File: src/rtl/fetch_pkg.sv
`default_nettype none
// ============================================================================
//  Module   : fetch_pkg
//  Brief    : Shared state encoding and fetch-source codes for the fetch path
//  Revision : 1.0  initial release
// ============================================================================
package fetch_pkg;

    typedef enum logic [1:0] {
        ST_BOOT  = 2'd0,
        ST_RUN   = 2'd1,
        ST_HOLD  = 2'd2,
        ST_FLUSH = 2'd3
    } fetch_state_e;

    localparam logic [1:0] FSRC_RST = 2'b00;
    localparam logic [1:0] FSRC_SEQ = 2'b01;
    localparam logic [1:0] FSRC_JMP = 2'b10;
    localparam logic [1:0] FSRC_EXC = 2'b11;

endpackage
`default_nettype wire

File: src/rtl/fetch_pc_next.sv
`default_nettype none
// ============================================================================
//  Module   : fetch_pc_next
//  Brief    : Combinational next-PC / next-source mux (redirect > increment > hold)
//  Revision : 1.0  initial release
// ============================================================================
module fetch_pc_next
    import fetch_pkg::*;
#(
    parameter int          ADDR_W  = 32,
    parameter int          INC     = 4,
    parameter logic [31:0] EXC_VEC = 32'h0000_0180
) (
    input  logic [ADDR_W-1:0] pc,
    input  logic [1:0]        fetch_src,
    input  logic              redirect,
    input  logic              advance,
    input  logic              exc,
    input  logic              jmp,
    input  logic [ADDR_W-1:0] jmp_target,
    input  logic [ADDR_W-1:0] br_target,
    output logic [ADDR_W-1:0] pc_next,
    output logic [1:0]        fetch_src_next
);

    localparam logic [ADDR_W-1:0] C_EXC_PC = ADDR_W'(EXC_VEC);
    localparam logic [ADDR_W-1:0] C_INC    = ADDR_W'(INC);

    always_comb begin
        pc_next        = pc;
        fetch_src_next = fetch_src;
        // A redirect implies one of exc/jmp/br_taken is set, so br is the fallback.
        if (redirect) begin
            if (exc) begin
                pc_next        = C_EXC_PC;
                fetch_src_next = FSRC_EXC;
            end else if (jmp) begin
                pc_next        = jmp_target;
                fetch_src_next = FSRC_JMP;
            end else begin
                pc_next        = br_target;
                fetch_src_next = FSRC_JMP;
            end
        end else if (advance) begin
            pc_next        = pc + C_INC;
            fetch_src_next = FSRC_SEQ;
        end
    end

endmodule
`default_nettype wire

File: src/rtl/fetch_sequencer.sv
`default_nettype none
// ============================================================================
//  Module   : fetch_sequencer
//  Brief    : PC owner and instruction-fetch request sequencer for the IF stage
//  Revision : 1.0  initial release
// ============================================================================
module fetch_sequencer
    import fetch_pkg::*;
#(
    parameter int                ADDR_W  = 32,
    parameter logic [ADDR_W-1:0] RST_VEC = '0,
    parameter logic [31:0]       EXC_VEC = 32'h0000_0180,
    parameter int                INC     = 4
) (
    input  logic              clk,
    input  logic              rst,
    input  logic              stall,
    input  logic              imem_ready,
    input  logic              br_taken,
    input  logic [ADDR_W-1:0] br_target,
    input  logic              jmp,
    input  logic [ADDR_W-1:0] jmp_target,
    input  logic              exc,
    output logic              fetch,
    output logic              extend,
    output logic [1:0]        fetch_src,
    output logic [ADDR_W-1:0] pc,
    output logic              if_valid
);

    fetch_state_e      state_q, state_d;
    logic [ADDR_W-1:0] pc_q, pc_d;
    logic [1:0]        fetch_src_q, fetch_src_d;
    logic              fetch_q, fetch_d;
    logic              extend_q, extend_d;
    logic              if_valid_q, if_valid_d;

    logic w_accept;
    logic w_redirect;
    logic w_advance;

    assign w_accept   = fetch_q & imem_ready;
    // BOOT ignores redirects entirely.
    assign w_redirect = (state_q != ST_BOOT) & (exc | jmp | br_taken);

    always_comb begin
        state_d    = state_q;
        w_advance  = 1'b0;
        if_valid_d = 1'b0;
        case (state_q)
            ST_BOOT: begin
                if (w_accept) begin
                    state_d    = ST_RUN;
                    w_advance  = 1'b1;
                    if_valid_d = 1'b1;
                end
            end
            ST_RUN: begin
                if (w_redirect) begin
                    state_d = ST_FLUSH;
                end else if (stall) begin
                    state_d = ST_HOLD;
                end else if (w_accept) begin
                    w_advance  = 1'b1;
                    if_valid_d = 1'b1;
                end
            end
            ST_HOLD: begin
                if (w_redirect) begin
                    state_d = ST_FLUSH;
                end else if (!stall) begin
                    state_d = ST_RUN;
                end
            end
            ST_FLUSH: begin
                // The redirected fetch is not delivered as valid; stall waits for RUN.
                if (w_redirect) begin
                    state_d = ST_FLUSH;
                end else if (w_accept) begin
                    state_d   = ST_RUN;
                    w_advance = 1'b1;
                end
            end
            default: state_d = ST_BOOT;
        endcase
        fetch_d  = (state_d != ST_HOLD);
        extend_d = (state_d == ST_BOOT) || (state_d == ST_FLUSH);
    end

    fetch_pc_next #(
        .ADDR_W  (ADDR_W),
        .INC     (INC),
        .EXC_VEC (EXC_VEC)
    ) u_pc_next (
        .pc             (pc_q),
        .fetch_src      (fetch_src_q),
        .redirect       (w_redirect),
        .advance        (w_advance),
        .exc            (exc),
        .jmp            (jmp),
        .jmp_target     (jmp_target),
        .br_target      (br_target),
        .pc_next        (pc_d),
        .fetch_src_next (fetch_src_d)
    );

    always_ff @(posedge clk or posedge rst) begin
        if (rst) begin
            state_q     <= ST_BOOT;
            pc_q        <= RST_VEC;
            fetch_src_q <= FSRC_RST;
            fetch_q     <= 1'b1;
            extend_q    <= 1'b1;
            if_valid_q  <= 1'b0;
        end else begin
            state_q     <= state_d;
            pc_q        <= pc_d;
            fetch_src_q <= fetch_src_d;
            fetch_q     <= fetch_d;
            extend_q    <= extend_d;
            if_valid_q  <= if_valid_d;
        end
    end

    assign fetch     = fetch_q;
    assign extend    = extend_q;
    assign fetch_src = fetch_src_q;
    assign pc        = pc_q;
    assign if_valid  = if_valid_q;

endmodule
`default_nettype wire

File: config.mk
export PLATFORM = sky130hd
export DESIGN_NAME = fetch_sequencer
export DESIGN_NICKNAME = d
export VERILOG_FILES = /design/src/rtl/fetch_pkg.sv /design/src/rtl/fetch_pc_next.sv /design/src/rtl/fetch_sequencer.sv
export SDC_FILE = /design/constraint.sdc
export NUM_CORES = 1
export LEC_CHECK = 0
export CAP_MARGIN = 20
export CORE_MARGIN = 2
export CORE_UTILIZATION = 42
export CTS_CLUSTER_DIAMETER = 150
export DETAILED_ROUTE_END_ITERATION = 8
export PLACE_DENSITY = 0.82
export SKIP_CTS_REPAIR_TIMING = 1
export SKIP_LAST_GASP = 1
export SYNTH_ARGS = -nofsm -noshare
export SYNTH_HDL_FRONTEND = slang
export SYNTH_SLANG_ARGS = --single-unit
File: constraint.sdc
create_clock -name clk -period 2.38 [get_ports clk]
set_clock_uncertainty 0.05 [all_clocks]
set_input_delay 0.595 -clock clk [delete_from_list [all_inputs] [get_ports clk]]
set_output_delay 0.595 -clock clk [all_outputs]
set_load 0.01 [all_outputs]
==> reports/qor.csv, run 1 <==
stage;metric;value;unit
detailed_routing;firstDrtPassIters;4;
grt;gr-usage-all-layers;22.1;%
final_layout;drive_gt1_share;9.73;%
die;io_pins;108;
sta;drv_slew;0;
critical_path;arrival;2310;ps
synth;yosysTopAreaCell;dfrtp_1;
cts;clkSlewWorstSetupHoldPaths;80;ps
synth;synth_commonest_cells;dfrtp_1 (37), mux2i_1 (30), nor2_1 (28);
synth;synth_cell_type_count;49;
sta;tightestPinTransition;513;ps
outcome;status;finished, final reports clean;
final_layout;antennaDiodeCount;0;
synth;synth.top_cell.area_share;34.2;%
cts;cts_buffers;5;
grt;grt_first_pass_wirelength;13.0;mm
synth;yosysWarningCount;0;
synth;syn_avg_cell_area;9.21;µm²
flow_run;maxCapViolations;0;
detailed_routing;post_drt_wl_per_cell;15.9;µm
detailed_routing;vias;2791;
pwr;power;1.63;mW
synth;synth_edf_count;0;
critical_path;reg2reg_depth;6;
synth;synthMuxAreaShare;11.5;%
final_layout;fill_cells;529;
grt;overflow;0;
critical_path;path_max_fanout;5;
cts;clock-sinks;39;
final_layout;fin_nets;483;
cts;cts_tree;yes;
synth;synthCells;294;
detailed_routing;initialDrtViolationCount;211;
final_layout;post-route-util;64.3;%
cts;htreeDepth;2;
synth;ys_seq_area_share;36.2;%
die;num_rows;29;
sta;finalHoldViolCount;0;
synth;synth.area.top_cells;dfrtp_1 (34%), mux2i_1 (11%), nor2_1 (3.9%), o22a_1 (3.6%), nand4_1 (3.0%);
sta;fin_ws;192;ps
synth;synth_simple_gate_area_share;23.5;%
grt;grt_max_degree;40;
pwr;power_leakage;1.72;nW
sta;setup-tns-final;0;ps
sta;period_needed;2190;ps
synth;synthXorXnorAreaFrac;2.91;%
critical_path;start_kind;input port;
placed_design;place_ws;-116;ps
cts;clk_latency;290;ps
synth;synth_top_family_by_area;simple AND/OR/NAND/NOR gates;
cts;clock-root-buffer;clkbuf_8;
sta;max_slew_margin;65.8;%
sta;fmax;0.457;GHz
cts;clock_path_buffers;2;
placed_design;place_area;3960;µm²
die;die_h;84.3;µm
sta;finalCritPeriodShare;91.9;%
placed_design;hpwl;5.90;mm
critical_path;endpoint_kind;flip-flop;
pwr;peakVddDrop;0.291;mV
synth;synth_seq_cells;39;
final_layout;area_growth;49.1;%
sta;rsz0062_at_grt;no;
placed_design;gp_congestion;0.797;
synth;synthAdderAreaFrac;0.925;%
synth;synth_most_common_cell;dfrtp_1;
sta;setup_viol;0;
grt;grt_pass1_vias;2793;
detailed_routing;drc_errors;0;
critical_path;criticalPathCategory;input port to flip-flop;
detailed_routing;drt_wl_total;7.78;mm
die;initial_core_util;43.1;%
synth;synth_compound_area_share;21.0;%
synth;synth_area;2710;µm²
detailed_routing;viasPerCell;5.72;
die;dieArea;7100;µm²
final_layout;final_area;4040;µm²
synth;synth.net_count;367;
grt;antenna_found_initial;0;
worst_hold_path;hold_class;flip-flop to flip-flop;
die;fp.dieW;84.3;µm
final_layout;multi_input_area;1630;µm²
synth;ys_async_sr_fraction;100;%
die;core_area;6280;µm²
final_layout;seq_area;978;µm²
pwr;powerDensity;404;nW/µm²
critical_path;worst_ep_required_time;2500;ps
placed_design;portBuffers;107;
synth;synthFlopType;dfrtp_1;
worst_hold_path;min_path_cells;2;
detailed_routing;ant_nets;0;
final cells by class:
type	instances	area share, %
sequential	39	24.2
inverter	5	0.465
multi-input combinational	233	40.3
clock inverter	1	0.124
clock buffer	7	1.89
timing repair buffer	126	30.6
tap	77	2.39
worst max-delay path: stages:
cell and delay, ps:
clkdlybuf4s50_1 420, and3b_1 180, or3_1 380, buf_4 190, nor4_4 270, xnor2_1 160, o22ai_2 100
worst paths after layout:
kind                                   startpoint            endpoint  slack [ps]
worst min-delay path            pc[1]$_DFFE_PP0P_   pc[1]$_DFFE_PP0P_         430
max in group asynchronous                     rst     fetch$_DFF_PP1_        1230
worst min register to register  pc[1]$_DFFE_PP0P_   pc[1]$_DFFE_PP0P_         430
worst max-delay path                        stall  pc[30]$_DFFE_PP0P_         190
worst max register to register  pc[2]$_DFFE_PP0P_  pc[16]$_DFFE_PP0P_         340
min in group asynchronous                     rst   pc[2]$_DFFE_PP0P_         670
registers in the layout (all words and copies together) (netlist names):
name and flops:
fetch_src 2, pc 32, extend 1, fetch 1
if_valid 1, state_q 2
routing by layer:
| metal | share of wire [%] | global-route usage, % | vias to the layer above | wire (µm) |
|---|---|---|---|---|
| li1 | - | - | 1348 | - |
| met1 | 41 | 27.3 | 1340 | 3210 |
| met2 | 51 | 39.1 | 94 | 3980 |
| met4 | 1.2 | 6.45 | 0 | 91 |
| met5 | 0 | 0 | - | 0 |
| met3 | 6.5 | 4.33 | 9 | 503 |
placed cells by master (no fill, tap or decap), types with 11 or more instances in the layout:
cell type | synthesis | routed
dfrtp_1 | 37 | 37
buf_4 | 2 | 17
nand4_1 | 13 | 13
o22a_1 | 11 | 11
nand2_1 | 16 | 16
mux2i_1 | 30 | 30
nor2_1 | 28 | 28
o21ai_0 | 11 | 11
a31oi_1 | 11 | 11
clkdlybuf4s50_1 | 0 | 106
cell families (layout without fill, tap and decap cells):
kind of cell               count (synthesis)  count (layout)
xor gates and xnor gates                   9               9
buffers and inverters                     22             139
muxes                                     31              31
AOI/OAI and AO/OA                         80              80
and+or+nand+nor                          111             111
adders and majority gates                  2               2
DFF                                       39              39
stage by stage:
stage / hold slack, ps / std cells
floorplan: 461 / 294
global placement: 415 / 480
detailed placement: 420 / 480
CTS: 438 / 488
global route: 466 / 488
finish: 429 / 488
where the power goes:
| group | internal [mW] | leakage, nW | switching [mW] |
|---|---|---|---|
| combinational | 0.264 | 1.18 | 0.178 |
| clock | 0.206 | 0.0422 | 0.233 |
| sequential | 0.699 | 0.494 | 0.0510 |
(Power assumes the default switching activity.)
==> run 2, diff against run 1 <==
clock period = 2.79 ns   (was 2.38 ns; I/O delays follow)
==> run 2 against run 1 <==
Net effect: combinational power is 15% lower; power decreased by 3.5%; die area stayed put; clock-buffer cell count shrank 2; sequential power decreased by 15%.
==> reports/qor.csv, run 2 (synthesis results as in run 1) <==
stage;metric;value;unit;change
cts;clock-sinks;39;;unchanged
critical_path;reg2reg_depth;5;;was 6
die;io_pins;108;;unchanged
detailed_routing;drc_errors;0;;unchanged
final_layout;drive_gt1_share;8.89;%;was 9.73%
final_layout;post-route-util;64.3;%;about the same
final_layout;final_cell_mix;clkdlybuf4s50_1 (106), dfrtp_1 (37), mux2i_1 (30), nor2_1 (28), nand2_1 (16);;was clkdlybuf4s50_1 (106), dfrtp_1 (37), mux2i_1 (30), nor2_1 (28), buf_4 (17)
detailed_routing;drt_wl_total;7.91;mm;was 7.78 mm
critical_path;worstSetupStartpoint;stall;;unchanged
pwr;peakVddDrop;0.305;mV;was 0.291 mV
grt;grt_pass1_vias;2834;;was 2793
cts;cts_buffers;5;;unchanged
cts;clk_latency;290;ps;about the same
sta;tightestPinTransition;558;ps;was 513 ps
worst_hold_path;hp-start;pc[1]$_DFFE_PP0P_;;unchanged
grt;gr-usage-all-layers;22.6;%;was 22.1%
cts;htreeDepth;2;;unchanged
pwr;powerDensity;390;nW/µm²;was 404 nW/µm²
critical_path;endpoint_kind;flip-flop;;unchanged
cts;clock_path_buffers;2;;unchanged
worst_hold_path;worstHoldEndpoint;pc[1]$_DFFE_PP0P_;;unchanged
placed_design;hpwl;6.01;mm;was 5.90 mm
detailed_routing;viasPerCell;5.82;;was 5.72
critical_path;worst_ep_required_time;2910;ps;was 2500 ps
critical_path;start_kind;input port;;unchanged
die;dieArea;7100;µm²;unchanged
placed_design;dp.cells;474;;was 480
final_layout;seq_area;978;µm²;unchanged
grt;antenna_found_initial;0;;unchanged
die;initial_core_util;43.1;%;unchanged
sta;hold-worst-slack;437;ps;was 429 ps
outcome;status;finished, final reports clean;;unchanged
final_layout;fin_cells;482;;was 488
final_layout;multi_input_area;1630;µm²;unchanged
detailed_routing;vias;2805;;was 2791
critical_path;criticalPathCategory;input port to flip-flop;;unchanged
sta;period_needed;2470;ps;
final_layout;final_common_cell;clkdlybuf4s50_1;;unchanged
grt;grt_max_degree;40;;unchanged
critical_path;ff2ff_setup_slack;610;ps;was 340 ps
cts;clkSlewWorstSetupHoldPaths;90;ps;was 80 ps
pwr;power_leakage;1.70;nW;was 1.72 nW
sta;drv_slew;0;;unchanged
sta;rsz0062_at_grt;no;;unchanged
die;die_h;84.3;µm;unchanged
placed_design;portBuffers;107;;unchanged
die;fp.dieW;84.3;µm;unchanged
grt;grt_first_pass_wirelength;13.3;mm;was 13.0 mm
critical_path;arrival;2590;ps;was 2310 ps
detailed_routing;ant_nets;0;;unchanged
detailed_routing;initialDrtViolationCount;174;;was 211
critical_path;reg2reg_to;pc[8]$_DFFE_PP0P_;;was pc[16]$_DFFE_PP0P_
sta;setup-tns-final;0;ps;unchanged
worst_hold_path;hold_class;flip-flop to flip-flop;;unchanged
grt;overflow;0;;unchanged
pwr;power;1.57;mW;was 1.63 mW
detailed_routing;post_drt_wl_per_cell;16.4;µm;was 15.9 µm
critical_path;worstReg2RegStart;state_q[0]$_DFF_PP0_;;was pc[2]$_DFFE_PP0P_
final_layout;largest_reg_flops;32;;unchanged
placed_design;gp_congestion;0.803;;was 0.797
die;core_area;6280;µm²;unchanged
final_layout;area_growth;49.1;%;about the same
critical_path;path_max_fanout;18;;was 5
sta;fmax;0.405;GHz;
final_layout;fin_nets;477;;was 483
cts;clock-root-buffer;clkbuf_8;;unchanged
detailed_routing;firstDrtPassIters;4;;unchanged
sta;max_slew_margin;62.7;%;was 65.8%
final_layout;antennaDiodeCount;0;;unchanged
die;num_rows;29;;unchanged
cts;cts_tree;yes;;unchanged
sta;finalHoldViolCount;0;;unchanged
final_layout;fill_cells;533;;was 529
sta;finalCritPeriodShare;88.6;%;
worst_hold_path;min_path_cells;2;;unchanged
flow_run;maxCapViolations;0;;unchanged
sta;setup_viol;0;;unchanged
-- run 2: metal layers --
| metal | share of wire, % | vias up | track usage, % |
|---|---|---|---|
| met2 | 52 | 105 | 40.4 |
| li1 | - | 1339 | - |
| met4 | 1.1 | 0 | 5.43 |
| met5 | 0 | - | 0 |
| met1 | 40 | 1353 | 28.0 |
| met3 | 6.9 | 8 | 4.72 |
-- run 2: where the power goes --
part           internal [mW]  switching [mW]  leakage [nW]
Combinational          0.221           0.153          1.15
Clock                  0.357           0.204        0.0644
Sequential             0.596          0.0431         0.494
Total                   1.17           0.400          1.70
-- run 2: how the worst max path moves through the flow --
stage,to,slack [ps]
finish,pc[8]$_DFFE_PP0P_,320
global route,pc[16]$_DFFE_PP0P_,220
CTS,pc[8]$_DFFE_PP0P_,340
detailed placement,pc[8]$_DFFE_PP0P_,30
global placement,pc[7]$_DFFE_PP0P_,70
floorplan,extend$_DFF_PP1_,590
-- run 2: critical path, stage by stage --
cell and delay, ps:
clkdlybuf4s50_1 420, and3b_1 210, or3_1 560, nand2_2 380, o21ai_0 170, o2bb2ai_1 150
-- run 2: cell type report --
| class | instances | share of cell area, % |
|---|---|---|
| Clock buffer | 5 | 1.71 |
| Clock inverter | 3 | 1.67 |
| Inverter | 5 | 0.465 |
| Multi-Input combinational cell | 233 | 40.4 |
| Sequential cell | 39 | 24.3 |
| Tap cell | 77 | 2.39 |
| Timing Repair Buffer | 120 | 29.2 |
-- run 2: metrics by stage --
step / instance area, µm² / setup slack [ps]
floorplan: 2710 / 594
global placement: 3900 / 70.6
detailed placement: 3900 / 34.8
CTS: 4030 / 343
global route: 4030 / 219
finish: 4030 / 318
==> run 3, diff against run 2 <==
ABC_AREA = 1   (was not set)
CORE_UTILIZATION = 40   (was 42)
PLACE_DENSITY = 0.77   (was 0.82)
==> run 3 against run 2 <==
Net effect: via count rose by 22%; worst hold slack better by 2.2 ps; flip-flop and latch count is the same; critical path type is now flip-flop to primary output; sequential power increased by 6.7%; largest cell class unchanged; combinational power is 14% higher.
==> reports/qor.csv, run 3 <==
stage;metric;value;unit;change
outcome;status;finished, final reports clean;;unchanged
die;io_pins;108;;unchanged
final_layout;final_common_cell;nand2_1;;was clkdlybuf4s50_1
final_layout;seq_area;978;µm²;unchanged
pwr;intPower;1.14;mW;was 1.17 mW
critical_path;cp_top_family;buffers and inverters;;was simple AND/OR/NAND/NOR gates
cts;cts_buffers;5;;unchanged
placed_design;dp.cells;689;;was 474
placed_design;hpwl;6.76;mm;was 6.01 mm
grt;grt_first_pass_wirelength;15.2;mm;was 13.3 mm
critical_path;arrival;1390;ps;was 2590 ps
pwr;powerDensity;379;nW/µm²;was 390 nW/µm²
sta;tightestPinTransition;514;ps;was 558 ps
synth;synth_edf_count;0;;unchanged
die;die_h;91.0;µm;was 84.3 µm
synth;synth_area;3020;µm²;was 2710 µm²
final_layout;fin_nets;670;;was 477
die;num_rows;31;;was 29
grt;overflow;0;;unchanged
detailed_routing;drc_errors;0;;unchanged
detailed_routing;post_drt_wl_per_cell;12.8;µm;was 16.4 µm
final_layout;largest_reg_flops;32;;unchanged
final_layout;antennaDiodeCount;0;;unchanged
pwr;peakVddDrop;0.204;mV;was 0.305 mV
die;fp.dieW;91.0;µm;was 84.3 µm
synth;synth.area.top_cells;nand2_1 (31%), dfrtp_1 (31%), nand3_1 (6.1%), mux2i_1 (5.6%), nor2_1 (5.6%);;was dfrtp_1 (34%), mux2i_1 (11%), nor2_1 (3.9%), o22a_1 (3.6%), nand4_1 (3.0%)
final_layout;fill_cells;727;;was 533
final_layout;post-route-util;58.5;%;was 64.3%
critical_path;crit_path_max_incr_delay;600;ps;was 560 ps
synth;synth.net_count;567;;was 367
die;core_area;7290;µm²;was 6280 µm²
synth;synth_cell_type_count;25;;was 49
final_layout;drive_gt1_share;4.85;%;was 8.89%
grt;grt_max_degree;40;;unchanged
cts;clkSlewWorstSetupHoldPaths;70;ps;was 90 ps
synth;ys_async_sr_fraction;100;%;unchanged
synth;synth_seq_cells;39;;unchanged
cts;clock_path_buffers;2;;unchanged
synth;synth.top_cell.area_share;30.7;%;was 34.2%
synth;synthFlopType;dfrtp_1;;unchanged
detailed_routing;ant_nets;0;;unchanged
critical_path;worst_ep_required_time;2040;ps;was 2910 ps
grt;antenna_found_initial;0;;unchanged
critical_path;endpoint_kind;primary output;;was flip-flop
cts;clock-root-buffer;clkbuf_8;;unchanged
detailed_routing;initialDrtViolationCount;179;;was 174
sta;drv_slew;0;;unchanged
detailed_routing;firstDrtPassIters;4;;unchanged
pwr;power_leakage;1.96;nW;was 1.70 nW
final_layout;fin_cells;697;;was 482
final_layout;area_growth;41.1;%;was 49.1%
cts;clock-sinks;39;;unchanged
synth;syn_avg_cell_area;6.12;µm²;was 9.21 µm²
final_layout;final_cell_mix;nand2_1 (247), clkdlybuf4s50_1 (106), nor2_1 (45), nand3_1 (37), dfrtp_1 (37);;was clkdlybuf4s50_1 (106), dfrtp_1 (37), mux2i_1 (30), nor2_1 (28), nand2_1 (16)
pwr;p_sw;481;µW;was 400 µW
detailed_routing;drt_wl_total;8.93;mm;was 7.91 mm
critical_path;path_max_fanout;6;;was 18
sta;max_slew_margin;65.7;%;was 62.7%
sta;setup-tns-final;0;ps;unchanged
grt;gr-usage-all-layers;22.4;%;was 22.6%
synth;yosysTopAreaCell;nand2_1;;was dfrtp_1
flow_run;maxCapViolations;0;;unchanged
sta;rsz0062_at_grt;no;;unchanged
detailed_routing;vias;3418;;was 2805
die;dieArea;8270;µm²;was 7100 µm²
final_layout;multi_input_area;1790;µm²;was 1630 µm²
placed_design;portBuffers;107;;unchanged
synth;ys_seq_area_share;32.4;%;was 36.2%
sta;finalCritPeriodShare;76.4;%;was 88.6%
synth;synth_most_common_cell;nand2_1;;was dfrtp_1
sta;period_needed;2130;ps;was 2470 ps
detailed_routing;viasPerCell;4.90;;was 5.82
pwr;pwr-share-clk;31.4;%;was 35.6%
critical_path;criticalPathCategory;flip-flop to primary output;;was input port to flip-flop
sta;finalHoldViolCount;0;;unchanged
critical_path;path_buf_inv;1;;unchanged
pwr;seq_power_share;42.1;%;was 40.6%
synth;yosysWarningCount;0;;unchanged
sta;setup_viol;0;;unchanged
pwr;swShare;29.8;%;was 25.4%
placed_design;gp_congestion;0.847;;was 0.803
sta;fmax;0.469;GHz;was 0.405 GHz
cts;htreeDepth;2;;unchanged
worst_hold_path;hold_class;flip-flop to flip-flop;;unchanged
synth;synthCells;494;;was 294
grt;grt_pass1_vias;3317;;was 2834
critical_path;crit_chain;clkdlybuf4s50_1;;was clkdlybuf4s50_1 > and3b_1 > or3_1 > nand2_2 > o21ai_0 > o2bb2ai_1
cts;cts_tree;yes;;unchanged
die;initial_core_util;41.5;%;was 43.1%
cts;clk_latency;300;ps;was 290 ps
pwr;p_comb_share;26.4;%;was 23.8%
critical_path;cp_slowest_cell;clkdlybuf4s50_1;;was or3_1
pwr;power;1.62;mW;was 1.57 mW
critical_path;start_kind;flip-flop;;was input port
synth;synth_commonest_cells;nand2_1 (247), nor2_1 (45), dfrtp_1 (37), nand3_1 (37), inv_1 (35);;was dfrtp_1 (37), mux2i_1 (30), nor2_1 (28)
run 3: changes by cell type after synthesis, moves of 10 or more:
cell	change
a31oi_1	-11
nand4_1	-13
nor2_1	+17
mux2i_1	-13
o22a_1	-11
nand2_1	+231
o21a_1	-10
inv_1	+30
nand3_1	+32
run 3: cells by family (layout without fill, tap and decap cells):
family                     after synthesis  after routing  synth area share (%)
muxes                                   17             17                  5.63
buffers and inverters                   56            160                  8.48
xor gates and xnor gates                 2              2                 0.579
adders and majority gates                2              2                 0.827
and+or+nand+nor                        339            339                  44.7
DFF                                     39             39                  32.4
AOI/OAI and AO/OA                       39             39                  7.41
run 3: final timing paths:
kind | slack (ps) | depth (start not counted) | start | to
worst max-delay path | 660 | 1 | pc[15]$_DFFE_PP0P_ | pc[15]
worst min-delay path | 440 | 2 | pc[1]$_DFFE_PP0P_ | pc[1]$_DFFE_PP0P_
worst max register to register | 920 | 10 | pc[2]$_DFFE_PP0P_ | pc[16]$_DFFE_PP0P_
worst min register to register | 440 | 2 | pc[1]$_DFFE_PP0P_ | pc[1]$_DFFE_PP0P_
max in group asynchronous | 1560 | 3 | rst | fetch$_DFF_PP1_
min in group asynchronous | 760 | 3 | rst | pc[25]$_DFFE_PP0P_
run 3: layer usage:
metal	wire length (µm)	track usage (%)
met1	3870	28.5
met3	612	5.15
met5	0	0
met4	104	5.30
met2	4350	38.4
run 3: area by class of cell:
cell class	instances	area share, %
sequential	39	22.9
inverter	39	3.43
clock buffer	6	1.94
clock inverter	2	0.821
tap	99	2.90
timing repair buffer	113	26.0
multi-input combinational	399	41.9
run 3: stage by stage:
| step | cell area (µm²) | hold slack (ps) | setup WS [ps] |
|---|---|---|---|
| 3_5_place_dp | 4150 | 427 | 453 |
| 4_1_cts | 4270 | 449 | 658 |
| 6_report | 4270 | 439 | 657 |
| 5_1_grt | 4270 | 495 | 600 |
| 2_1_floorplan | 3020 | 459 | 809 |
| 3_3_place_gp | 4150 | 425 | 488 |
run 3: worst register-to-register path: stages (launching register included):
cell     delay (ps)
dfrtp_1         440
ha_1            220
nand2_1          90
nor2_2          210
nand2_1         150
nor2_2          250
nand2_1          80
nand3_1          80
o21ai_0          80
nand2_1          70
nand2_1          50
run 3: power by group through the flow:
stage / clock network, mW / logic, mW / registers (mW)
2_1_floorplan: 0 / 0.184 / 0.693
3_3_place_gp: 0 / 0.422 / 0.691
3_5_place_dp: 0 / 0.431 / 0.691
4_1_cts: 0.514 / 0.433 / 0.680
5_1_grt: 0.540 / 0.475 / 0.691
6_report: 0.508 / 0.428 / 0.682
